## src/rtl/uart_pkg.sv

```systemverilog
// uart_pkg: shared encodings and constants for the UART transmit path
package uart_pkg;
    typedef enum logic [1:0] {
        Idle  = 2'd0,
        Start = 2'd1,
        Data  = 2'd2,
        Stop  = 2'd3
    } tx_state_t;
    localparam int DefaultBaudDivisor = 10417;
    localparam int DataBits = 8;
    localparam logic IdleLevel = 1'b1;
endpackage

```

## src/rtl/tx_fifo.sv

```systemverilog
// tx_fifo: synchronous first-word-fall-through FIFO with registered occupancy count
module tx_fifo #(
    parameter int Width     = 8,
    parameter int DepthBits = 2
) (
    input  logic             clock,
    input  logic             reset,
    input  logic             wr,
    input  logic [Width-1:0] wr_data,
    input  logic             rd,
    output logic [Width-1:0] rd_data,
    output logic             full,
    output logic             empty
);
    localparam logic [DepthBits:0] Depth = {1'b1, {DepthBits{1'b0}}};
    logic [Width-1:0] mem [1 << DepthBits];
    logic [DepthBits-1:0] wr_ptr, rd_ptr;
    logic [DepthBits:0] count;
    logic do_wr, do_rd;
    assign full    = count == Depth;
    assign empty   = count == '0;
    assign do_wr   = wr && !full;
    assign do_rd   = rd && !empty;
    assign rd_data = mem[rd_ptr];
    always_ff @(posedge clock) begin
        if (do_wr) mem[wr_ptr] <= wr_data;
    end
    always_ff @(posedge clock) begin
        if (reset) begin
            wr_ptr <= '0;
            rd_ptr <= '0;
            count  <= '0;
        end else begin
            if (do_wr) wr_ptr <= wr_ptr + 1'b1;
            if (do_rd) rd_ptr <= rd_ptr + 1'b1;
            count <= count + {{DepthBits{1'b0}}, do_wr} - {{DepthBits{1'b0}}, do_rd};
        end
    end
endmodule

```

## src/rtl/uart_tx_buffered.sv

```systemverilog
// uart_tx_buffered: FIFO-buffered 8N1 UART transmitter with a fixed baud divisor
module uart_tx_buffered
    import uart_pkg::*;
#(
    parameter int BaudDivisor   = DefaultBaudDivisor,
    parameter int FifoDepthBits = 2
) (
    input  logic       clock,
    input  logic       reset,
    input  logic       write_to_uart,
    input  logic [7:0] data,
    output logic       tx_full,
    output logic       tx_empty,
    output logic       busy,
    output logic       tx
);
    localparam int CountBits = $clog2(BaudDivisor);
    localparam int IdxBits = $clog2(DataBits);
    localparam logic [CountBits-1:0] Reload = CountBits'(BaudDivisor - 1);
    localparam logic [IdxBits-1:0] LastBit = IdxBits'(DataBits - 1);
    tx_state_t state, state_next;
    logic [CountBits-1:0] count, count_next;
    logic [DataBits-1:0] shift, shift_next, head;
    logic [IdxBits-1:0] bit_idx, bit_idx_next;
    logic tx_next, pop;
    tx_fifo #(
        .Width    (DataBits),
        .DepthBits(FifoDepthBits)
    ) u_fifo (
        .clock  (clock),
        .reset  (reset),
        .wr     (write_to_uart),
        .wr_data(data),
        .rd     (pop),
        .rd_data(head),
        .full   (tx_full),
        .empty  (tx_empty)
    );
    assign busy = state != Idle;
    always_comb begin
        state_next   = state;
        count_next   = count - 1'b1;
        shift_next   = shift;
        bit_idx_next = bit_idx;
        pop          = 1'b0;
        unique case (state)
            Idle: begin
                count_next = count;
                if (!tx_empty) begin
                    pop        = 1'b1;
                    shift_next = head;
                    count_next = Reload;
                    state_next = Start;
                end
            end
            Start: if (count == '0) begin
                count_next   = Reload;
                bit_idx_next = '0;
                state_next   = Data;
            end
            Data: if (count == '0) begin
                shift_next   = shift >> 1;
                bit_idx_next = bit_idx + 1'b1;
                count_next   = Reload;
                state_next   = bit_idx == LastBit ? Stop : Data;
            end
            Stop: if (count == '0) begin
                count_next = '0;
                state_next = Idle;
            end
            default: state_next = Idle;
        endcase
        // tx is registered, so it is driven from the state being entered
        tx_next = state_next == Start ? 1'b0 : state_next == Data ? shift_next[0] : IdleLevel;
    end
    always_ff @(posedge clock) begin
        if (reset) begin
            state   <= Idle;
            count   <= '0;
            shift   <= '0;
            bit_idx <= '0;
            tx      <= IdleLevel;
        end else begin
            state   <= state_next;
            count   <= count_next;
            shift   <= shift_next;
            bit_idx <= bit_idx_next;
            tx      <= tx_next;
        end
    end
endmodule

```

## config.mk

```make
export PLATFORM = sky130hd
export DESIGN_NAME = uart_tx_buffered
export DESIGN_NICKNAME = d
export VERILOG_FILES = /design/src/rtl/uart_pkg.sv /design/src/rtl/tx_fifo.sv /design/src/rtl/uart_tx_buffered.sv
export SDC_FILE = /design/constraint.sdc
export NUM_CORES = 1
export LEC_CHECK = 0
export BUFFER_PORTS_ARGS = -buffer_cell sky130_fd_sc_hd__buf_4
export CAP_MARGIN = 15
export CORE_ASPECT_RATIO = 1.1
export CORE_MARGIN = 2
export CORE_UTILIZATION = 57
export CTS_BUF_LIST = sky130_fd_sc_hd__clkbuf_4 sky130_fd_sc_hd__clkbuf_8
export DETAILED_ROUTE_END_ITERATION = 8
export GPL_TIMING_DRIVEN = 1
export HOLD_SLACK_MARGIN = 0.03
export PLACE_DENSITY = 0.77
export SLEW_MARGIN = 40
export SYNTH_ARGS = -nofsm -noshare
export SYNTH_HDL_FRONTEND = slang
export SYNTH_SLANG_ARGS = --single-unit
```

## constraint.sdc

```tcl
create_clock -name clock -period 2.1 [get_ports clock]
set_input_delay 0.42 -clock clock [delete_from_list [all_inputs] [get_ports clock]]
set_output_delay 0.42 -clock clock [all_outputs]
set_load 0.05 [all_outputs]
```

# Word-level counts from Yosys, hierarchy flattened
# Memory sizes are Yosys's and may differ from the RTL's. A register that Yosys moved wholly into a read port is not among the register bits.
# Index checks and enable logic that the tools add are counted.
[op_classes] n_addsub=6 n_shift=0 eq_ne=10 div_mod_pow=0 order_cmp=0 reduce_logical=13 bitwise_logic=0 n_mul=0 mux=24
[op_table] op="$mux W14" count=3
[op_table] op="$pmux W14 S3" count=1
[op_table] op="$mux W8" count=2
[op_table] op="$pmux W8 S2" count=1
[op_table] op="$logic_not A14 Y1" count=1
[op_table] op="$sub A14 B1 Y14 const B" count=1
[op_table] op="$mux W2" count=6
[op_table] op="$pmux W2 S4" count=1
[op_table] op="$mux W1" count=7
[op_table] op="$eq A2 B2 Y1 const B" count=3
[op_table] op="$eq A3 B3 Y1 const B" count=2
[op_table] op="$mux W3" count=2
[op_table] op="$ne A2 B2 Y1 const B" count=3
[op_table] op="$pmux W3 S2" count=1
[op_table] op="$reduce_and A3 Y1" count=2
[op_table] op="$reduce_bool A2 Y1" count=3
[op_table] op="$add A2 B1 Y2 const B" count=2
[op_table] op="$eq A2 B1 Y1 const B" count=2
[op_table] op="$add A3 B1 Y3" count=1
[op_table] op="$add A3 B1 Y3 const B" count=1
[op_table] op="$logic_not A3 Y1" count=1
[op_table] op="$sub A3 B1 Y3" count=1
[op_table] op="$logic_and A1 B1 Y1" count=2
[op_table] op="$logic_not A1 Y1" count=2
[op_table] op="other kinds (2)" count=2
[totals] mem_bits_ro=0 input_bits=11 word_cells=63 regBits=35 latchBits=0 memories=1 output_inout_bits=4 ramBits=32
[mem_list] name="u_fifo.mem" words=4 word_bits=8 rd=1 rd_clocked_by_memory_dff=1 wr=1 line="tx_fifo.sv:16" text="logic [Width-1:0] mem [1 << DepthBits];"

# Longest topological paths before layout
# Gate-level depths: netlist of run 1.
[logic_depth] ltp_word=7 mapped_depth=12 mapped_depth_nobuf=10

# Modules after synthesis
# Synthesis of run 1 repeated with hierarchy kept, for this count alone.
[unflattened] cells_unflattened=270 area_unflattened_um2=3136.8
[by_module_without_submodules] module="tx_fifo" area_per_inst_um2=1634.1 cells_per_inst=93 seq_area_each_um2=1141.1 n_inst=1
[by_module_without_submodules] module="uart_tx_buffered" area_per_inst_um2=1502.7 cells_per_inst=177 seq_area_each_um2=560.5 n_inst=1

# Worst setup path after synthesis of run 1
# Ideal clock, no wire load.
[synth_path] path_kind="register to register" from="register u_fifo.count[2]" to="register u_fifo.count[2]" path_buffers=1 t_arrival_ps=2983 synth_period_minus_slack_ps=3110 required_ps=1972 stages_incl_launch_ff=10 setup_ps=128 setup_slack_ps=-1010 cell_sequence="dfxtp_1 nor3_1 nor2_1 buf_2 ha_1 inv_1 ha_1 fa_1 xnor2_1 nor2_1"
[synth_via] elab_chain_cells=5 word_cells_on_any_way=10 cone_classes="add/sub: 2; eq/ne: 1; mux: 2; reduce/logical: 5"
[synth_rtl] element="from (decl)" line="tx_fifo.sv:18" text="logic [DepthBits:0] count;"
[synth_rtl] element="from (signal assigned)" line="tx_fifo.sv:36" text="count <= count + {{DepthBits{1'b0}}, do_wr} - {{DepthBits{1'b0}}, do_rd};"
[synth_rtl] element="$logic_not A3 Y1 *" line="tx_fifo.sv:21" text="assign empty = count == '0;"
[synth_rtl] element="named net tx_empty" line="uart_tx_buffered.sv:13" text="output logic tx_empty,"
[synth_rtl] element="$mux W1" line="uart_tx_buffered.sv:49" text="if (!tx_empty) begin"
[synth_rtl] element="$mux W1" line="uart_tx_buffered.sv:46" text="unique case (state)"
[synth_rtl] element="$logic_and A1 B1 Y1 *" line="tx_fifo.sv:23" text="assign do_rd = rd && !empty;"
[synth_rtl] element="named net u_fifo.do_rd" line="tx_fifo.sv:19" text="logic do_wr, do_rd;"
[synth_rtl] element="$sub A3 B1 Y3 *" line="tx_fifo.sv:36"
# Mark *: on every way through the listed nets, which the timed path passes. The rest lies on a longest branch.
# A chain may end at the register's enable or synchronous reset.

# Final worst setup path of run 1
[layout_path] from="register count[11]" to="register tx"
[layout_via] elab_chain_cells=6 word_cells_on_any_way=11 cone_classes="eq/ne: 2; mux: 8; reduce/logical: 1"
[layout_rtl] element="from (decl)" line="uart_tx_buffered.sv:22" text="logic [CountBits-1:0] count, count_next;"
[layout_rtl] element="from (signal assigned)" line="uart_tx_buffered.sv:85" text="count <= count_next;"
[layout_rtl] element="$logic_not A14 Y1 *" line="uart_tx_buffered.sv:56, uart_tx_buffered.sv:61, uart_tx_buffered.sv:67"
[layout_rtl] element="$mux W2, on equally long branches" line="uart_tx_buffered.sv:67, uart_tx_buffered.sv:56, uart_tx_buffered.sv:61"
[layout_rtl] element="$pmux W2 S4" line="uart_tx_buffered.sv:46"
[layout_rtl] element="$eq A2 B2 Y1" line="uart_tx_buffered.sv:74" text="tx_next = state_next == Start ? 1'b0 : state_next == Data ? shift_next[0] : IdleLevel;"
[layout_rtl] element="$mux W1" line="uart_tx_buffered.sv:74"
[layout_rtl] element="$mux W1 *" line="uart_tx_buffered.sv:74"
[layout_rtl] element="to (signal assigned)" line="uart_tx_buffered.sv:82" text="tx <= IdleLevel;"
[layout_rtl] element="to (signal assigned)" line="uart_tx_buffered.sv:88" text="tx <= tx_next;"
[layout_rtl] element="to (decl)" line="uart_tx_buffered.sv:15" text="output logic tx"
# Every way passes the cells marked *; elsewhere a longest branch is shown, timed or not. The select of a mux whose other input is x is not followed.

==> summary.txt, run 1 <==
Outcome
  • Outcome: finished with violations
  • Violated checks: negative setup slack

Job
  • MaxCap Viol Count: 0

Timing
  • Min Tclk post-route: 2.19 ns
  • Final Worst Setup Slack: -0.0873 ns
  • RSZ-0062 raised after global routing: true
  • Fin crit share: 104%
  • Slew @ Worst Pin: between 0.4 and 0.5 ns
  • Clock Skew: 0.0115 ns
  • Max Slew Vio Count: 0
  • F_max: approximately 0.46 GHz
  • Final setup viols: 8
  • Relative slew slack: 68.8%
  • Final Hold Fails: 0

Hold path
  • Hold Crit Class: in2reg
  • Min-delay src: data[3]

CTS
  • Clk buf depth: 2
  • H-tree depth: 3
  • Worst-Skew Late Latency: 0.35 ns
  • Hold_buf cts: 0
  • Clock-pin slew on the worst setup and hold paths: 0.08 ns
  • Root buffer cell: clkbuf_8
  • TritonCTS Buffers: 9
  • CTS sink cnt: 69
  • CTS tree: yes

Placed design
  • Port Buf Inserts: 14
  • DP Area: 3570 um^2
  • GP Congestion: 0.847
  • Dpl hpwl: 4010 um
  • Post-Place Cells: 371

Synthesis
  • Synthesized cell area: ~3200 um^2
  • Syn Inst Count: 269
  • Cell variety after synth: around 50
  • Synth warn: 0
  • Dominant cell type by area after synthesis: edfxtp_1
  • Synth Register Bits: 69
  • Ys async rst share: 0%
  • Post-Syn Nets: around 300
  • Ys flop type: dfxtp_1
  • Synth area leaders: edfxtp_1 30%, dfxtp_1 23%, mux4_2 5.7%, ha_1 5.5%, nor2_1 4.2%
  • Post-synth EDFFs: 32
  • Synth Area per Inst: about 12 um^2
  • Register area share after synthesis: 53.9%
  • Yosys top cell area share: 30.4%

Critical path
  • CP Capture Type: register
  • Reg-to-reg startpoint: count[11]
  • Critical path data arrival time: 2.43 ns
  • Setup CP Type: reg2reg
  • Critical path peak fanout: 4
  • CP Launch Type: register
  • CP required: about 2.3 ns
  • CP Launch Point: count[11]
  • Register-to-Register Setup Slack: -0.09 ns

Global routing
  • Largest net degree at the start of global routing: 34
  • Vias in the first global route: 2089
  • Met1 usage: between 20 and 30%
  • GRT overflow: 0
  • Met3 Usage GRT: between 5 and 6%
  • GRT Overall Usage: 21.8%
  • Gr busiest metal: met2
  • First-pass GRT wire length: 9760 um
  • Initial antenna violation count: 0
  • GRT met2 Usage: 35.2%

Finish
  • Fillers: 397
  • Final std cell area, no fill: 3850 um^2
  • ANT cells: 0
  • Share of layout cells above drive strength 1: 30.6%
  • Area Growth Syn to Fin: 21.8%
  • # nets final: 338
  • Non-filler cells, final: 392

Detailed routing
  • Vias per cell: 5.64
  • DRT Pass-1 Iters: 4
  • DR DRC count: 0
  • Initial DRC Count: ~120
  • Drt wl/cell: 15.3 um
  • Post-Route WL: 6000 um
  • Remaining antenna violation count: 0
  • Total number of vias: 2210

Power
  • PD cells: roughly 1500 nW/um^2
  • P_leak: 1.43 nW
  • VDD IR-drop max: between 0.9 and 1 mV

Die
  • FP Rows: 28
  • Chip width: 75.0 um
  • Chip Height: 82.1 um
  • Total core area: 5360 um^2
  • Ports: 15
  • Area of the die: 6150 um^2
  • Initial core utilization: 58.9%
critical path, cell delays in order, from the launching register on:
cell and delay [ns]:
dfxtp_2 0.32, or4_4 0.53, or4b_4 0.60, o211ai_1 0.19
and3_4 0.21, and4_1 0.16, o21bai_1 0.07
state kept, by name (all words and copies together) (netlist names), named ones only:
name,count
count,14
state,2
shift,8
u_fifo.rd_ptr,2
bit_idx,3
u_fifo.wr_ptr,2
tx,1
u_fifo.count,3
u_fifo.mem,32
Yosys cell counts, types with 2 or more instances:
| master | n |
|---|---|
| a21oi_1 | 21 |
| clkbuf_1 | 9 |
| inv_1 | 12 |
| o31ai_1 | 2 |
| o211ai_1 | 4 |
| a22oi_1 | 9 |
| mux4_2 | 8 |
| xnor2_1 | 4 |
| nor2b_1 | 3 |
| and2_1 | 6 |
| nor3_1 | 6 |
| and3_1 | 3 |
| mux2i_1 | 2 |
| nand3_1 | 6 |
| a211oi_1 | 2 |
| o211a_1 | 2 |
| nand2_1 | 6 |
| a311oi_1 | 6 |
| nor2_1 | 35 |
| nand2b_1 | 3 |
| ha_1 | 14 |
| nor4_1 | 3 |
| nor3_4 | 2 |
| a211oi_2 | 6 |
| edfxtp_1 | 32 |
| dfxtp_1 | 37 |
| o21ai_0 | 4 |
path summary, 6_finish.rpt:
path                       to  cells after the start
min reg2reg          shift[7]                      2
min          u_fifo.mem[1][3]                      1
max reg2reg                tx                      6
max                        tx                      6
layout by cell type (no fill, tap or decap), types with 3 or more instances in the layout:
cell type   instances
inv_2               3
nor4_1              3
xnor2_1             4
nand2_1             6
dfxtp_2             3
nor2b_1             3
buf_4              39
a21oi_1            20
ha_4                3
dfxtp_1            34
mux4_2              8
nand3_1             6
nor3_4              3
o211ai_1            4
clkinvlp_4          4
ha_1               11
a211oi_2            7
clkbuf_8            9
edfxtp_1           32
nand2b_1            3
nor3_1              5
inv_1               8
a22oi_1             9
buf_6               3
a311oi_1            6
nor2_1             34
and2_1              6
metrics by stage:
step | total power [mW] | setup WS [ns] | utilization, % | hold slack [ns] | setup TNS (ns)
floorplan | 3.80 | -0.185 | - | 0.450 | -0.444
global placement | 4.48 | -0.0783 | 66.7 | 0.460 | -0.232
detailed placement | 4.56 | -0.0862 | 66.7 | 0.465 | -0.487
CTS | 5.76 | -0.0922 | 71.1 | 0.258 | -0.356
global route | 6.23 | -0.154 | 71.8 | 0.263 | -1.50
finish | 5.84 | -0.0873 | 71.8 | 0.264 | -0.269
metal layers:
metal  routed length [um]  vias to the layer above  part of all wire (%)
li1                     -                     1099                     -
met1                 2660                     1060                    44
met2                 2990                       43                    50
met3                  250                        8                   4.2
met4                   95                        0                   1.6
met5                    0                        -                     0
kinds of logic (layout without fill, tap and decap cells):
family	after synthesis	count (layout)	share of synthesized area, %
simple gates	81	81	14.1
flops	69	69	53.9
compound gates	64	64	14.6
buf+inv	24	72	3.13
fa+ha+maj	15	15	6.18
mux	11	11	6.70
xor+xnor	5	5	1.39
where the power goes:
group / total [mW] / internal, mW / switching, mW / leakage (nW)
combinational: 2.89 / 1.35 / 1.54 / 0.740
clock: 1.09 / 0.552 / 0.537 / 0.0899
sequential: 1.87 / 1.69 / 0.176 / 0.598
timing repair:
item                       4_1_cts  5_1_grt
cloned                           0        0
pin swaps                        3       10
setup buffers                    4        1
resized for setup                3        7
setup endpoints to repair       20       25
final cells by class:
type	count	area [um^2]	area share, %
clock inverter	7	73.8	1.92
multi-input combinational	176	1430	37.3
inverter	12	48.8	1.27
tap	75	93.8	2.44
timing repair buffer	44	367	9.53
sequential	69	1710	44.3
clock buffer	9	124	3.22
No activity file was read; power rests on OpenSTA's default activity.
==> run 2: changes to the inputs <==
--- a/config.mk
+++ b/config.mk
@@ -8,7 +8,6 @@
 export BUFFER_PORTS_ARGS = -buffer_cell sky130_fd_sc_hd__buf_4
 export CAP_MARGIN = 15
 export CORE_ASPECT_RATIO = 1.1
-export CORE_MARGIN = 2
 export CORE_UTILIZATION = 57
 export CTS_BUF_LIST = sky130_fd_sc_hd__clkbuf_4 sky130_fd_sc_hd__clkbuf_8
 export DETAILED_ROUTE_END_ITERATION = 8
==> constraint.sdc (replaced) <==
create_clock -name clock -period 2.1 [get_ports clock]
set_input_delay 0.105 -clock clock [delete_from_list [all_inputs] [get_ports clock]]
set_output_delay 0.105 -clock clock [all_outputs]
set_load 0.05 [all_outputs]
==> summary.txt, run 2 (synthesis gave the netlist of run 1 again) <==
Power
  • P_leak: 1.52 nW (+6.1%)
  • PD cells: 1540 nW/um^2 (+1.1%)
  • VDD IR-drop max: 0.804 mV (-11%)
  • PnR Total Power: 6.24 mW (+6.8%)

CTS
  • Clk buf depth: 2 (unchanged)
  • H-tree depth: 3 (unchanged)
  • CTS sink cnt: 69 (unchanged)
  • TritonCTS Buffers: 9 (unchanged)
  • Worst-Skew Late Latency: 0.35 ns (about the same)
  • CTS tree: yes
  • Root buffer cell: clkbuf_8
  • Clock-pin slew on the worst setup and hold paths: 0.08 ns (about the same)

Placed design
  • Post-Place Cells: 370 (-0.27%)
  • Port Buf Inserts: 14 (unchanged)
  • Dpl hpwl: 4050 um (+1.2%)
  • DP Area: 3570 um^2 (-0.21%)
  • GP Congestion: 0.832 (-1.7%)

Detailed routing
  • Initial DRC Count: 158 (+36%)
  • DR DRC count: 0 (unchanged)
  • Post-Route M1 WL: 2690 um (+0.90%)
  • DRT Pass-1 Iters: 4 (unchanged)
  • Drt wl/cell: 16.6 um (+8.2%)
  • Post-Route WL: 6680 um (+11%)
  • Remaining antenna violation count: 0 (unchanged)
  • Met2 WL: 3590 um (+20%)
  • Vias per cell: 5.85 (+3.8%)
  • DR WL met3: 262 um (+4.8%)
  • Highest Signal Layer: met4
  • Total number of vias: 2358 (+6.7%)

Timing
  • Min Hold Slack: 0.164 ns (-0.100 ns)
  • Relative slew slack: 70.4% (+1.5 points)
  • RSZ-0062 raised after global routing: true
  • F_max: 0.454 GHz (-0.62%)
  • Slew @ Worst Pin: 0.444 ns (-0.0229 ns)
  • Final setup viols: 17 (+9)
  • Final Hold Fails: 0 (unchanged)
  • Max Slew Vio Count: 0 (unchanged)
  • Final Worst Setup Slack: -0.101 ns (-0.0137 ns)
  • Clock Skew: 0.00601 ns (-0.00552 ns)
  • Min Tclk post-route: 2.20 ns (+0.0137 ns)
  • Fin crit share: 105% (+0.65 points)

Finish
  • Most flops, register: u_fifo.mem
  • Final std cell area, no fill: 4070 um^2 (+5.7%)
  • ANT cells: 0 (unchanged)
  • Commonest non-fill, non-tap cell in the layout: buf_4
  • Area Growth Syn to Fin: 28.8%
  • Share of layout cells above drive strength 1: 35.4% (+4.8 points)
  • Top flop regs: u_fifo.mem (32), count (14), shift (8)
  • Final core utilization: 75.9% (+4.1 points)
  • # nets final: 349 (+3.3%)
  • Non-filler cells, final: 403 (+2.8%)
  • Largest register FFs: 32 (unchanged)
  • Most frequent cells in the layout: 39 x buf_4, 32 x nor2_1, 32 x edfxtp_1, 31 x dfxtp_1, 18 x a21oi_1

Die
  • Chip Height: 80.1 um (-2.4%)
  • FP Rows: 28 (unchanged)
  • Ports: 15 (unchanged)
  • Chip width: 73.0 um (-2.7%)
  • Area of the die: 5840 um^2 (-5.0%)
  • Initial core utilization: 58.9% (unchanged)
  • Total core area: 5360 um^2 (unchanged)

Global routing
  • Vias in the first global route: 2258 (+8.1%)
  • GRT overflow: 0 (unchanged)
  • Initial antenna violation count: 0 (unchanged)
  • Largest net degree at the start of global routing: 34 (unchanged)
  • First-pass GRT wire length: 10300 um (+5.5%)
  • GRT Overall Usage: 24.0% (+2.2 points)

Critical path
  • Setup CP Type: reg2reg
  • Worst setup endpoint: tx
  • Register-to-Register Setup Slack: -0.10 ns (about the same)
  • R2R depth: 6 (unchanged)
  • CP Launch Type: register
  • CP Capture Type: register
  • CP Launch Point: count[8]
  • Critical path peak fanout: 4 (unchanged)
  • CP required: 2.35 ns (about the same)
  • Reg-to-reg startpoint: count[8]
  • Critical path data arrival time: 2.45 ns (+0.02 ns)
  • Reg-to-reg critical path endpoint: tx

Outcome
  • Outcome: finished with violations
  • Violated checks: negative setup slack

Hold path
  • Hold Crit Class: in2reg
  • Min-delay src: reset

Job
  • MaxCap Viol Count: 0 (unchanged)
[run 2: through the flow]
stage	setup TNS [ns]	setup WS (ns)
global placement	-0.122	-0.0522
floorplan	-0.444	-0.185
CTS	-1.04	-0.108
detailed placement	-0.337	-0.0886
finish	-0.499	-0.101
global route	-1.76	-0.195
[run 2: area by class of cell]
cell class	instances	area [um^2]
sequential	69	1710
multi-input combinational	176	1520
fill	355	1290
timing repair buffer	55	494
clock buffer	9	124
tap	75	93.8
clock inverter	7	81.3
inverter	12	48.8
[run 2: worst min-delay path by stage]
stage | end | slack [ns] | cells past startpoint
after floorplan | u_fifo.count[0] | 0.18 | 1
after global placement | u_fifo.mem[2][6] | 0.30 | 1
after detailed placement | u_fifo.mem[3][5] | 0.31 | 1
after CTS | state[1] | 0.15 | 2
after global routing | state[1] | 0.17 | 2
final | bit_idx[2] | 0.16 | 2
[run 2: repair_timing]
item                                    in CTS  in global routing
cloned                                       0                  1
pin swaps                                    6                 14
hold buffers                                 8                  0
hold endpoints to repair                    32                  0
resized for setup                            4                 28
endpoints found under the setup margin      17                 19
setup buffers                                5                  3
[run 2: worst max-delay path, stage by stage (launching register included)]
cell and delay (ns):
dfxtp_2 0.33, or4_4 0.57, or4b_4 0.58, o211ai_1 0.18
and3_1 0.21, and4_1 0.18, o21bai_1 0.06
[run 2: metal layers]
metal	global-route usage [%]	up-vias
met1	28.3	1160
met2	42.0	72
li1	-	1111
met5	0	-
met3	4.02	15
met4	11.8	0
[run 2: power breakdown]
group          internal (mW)  total, mW  switching [mW]
Combinational           1.52       3.22            1.70
Clock                  0.567       1.13           0.568
Sequential              1.69       1.89           0.196
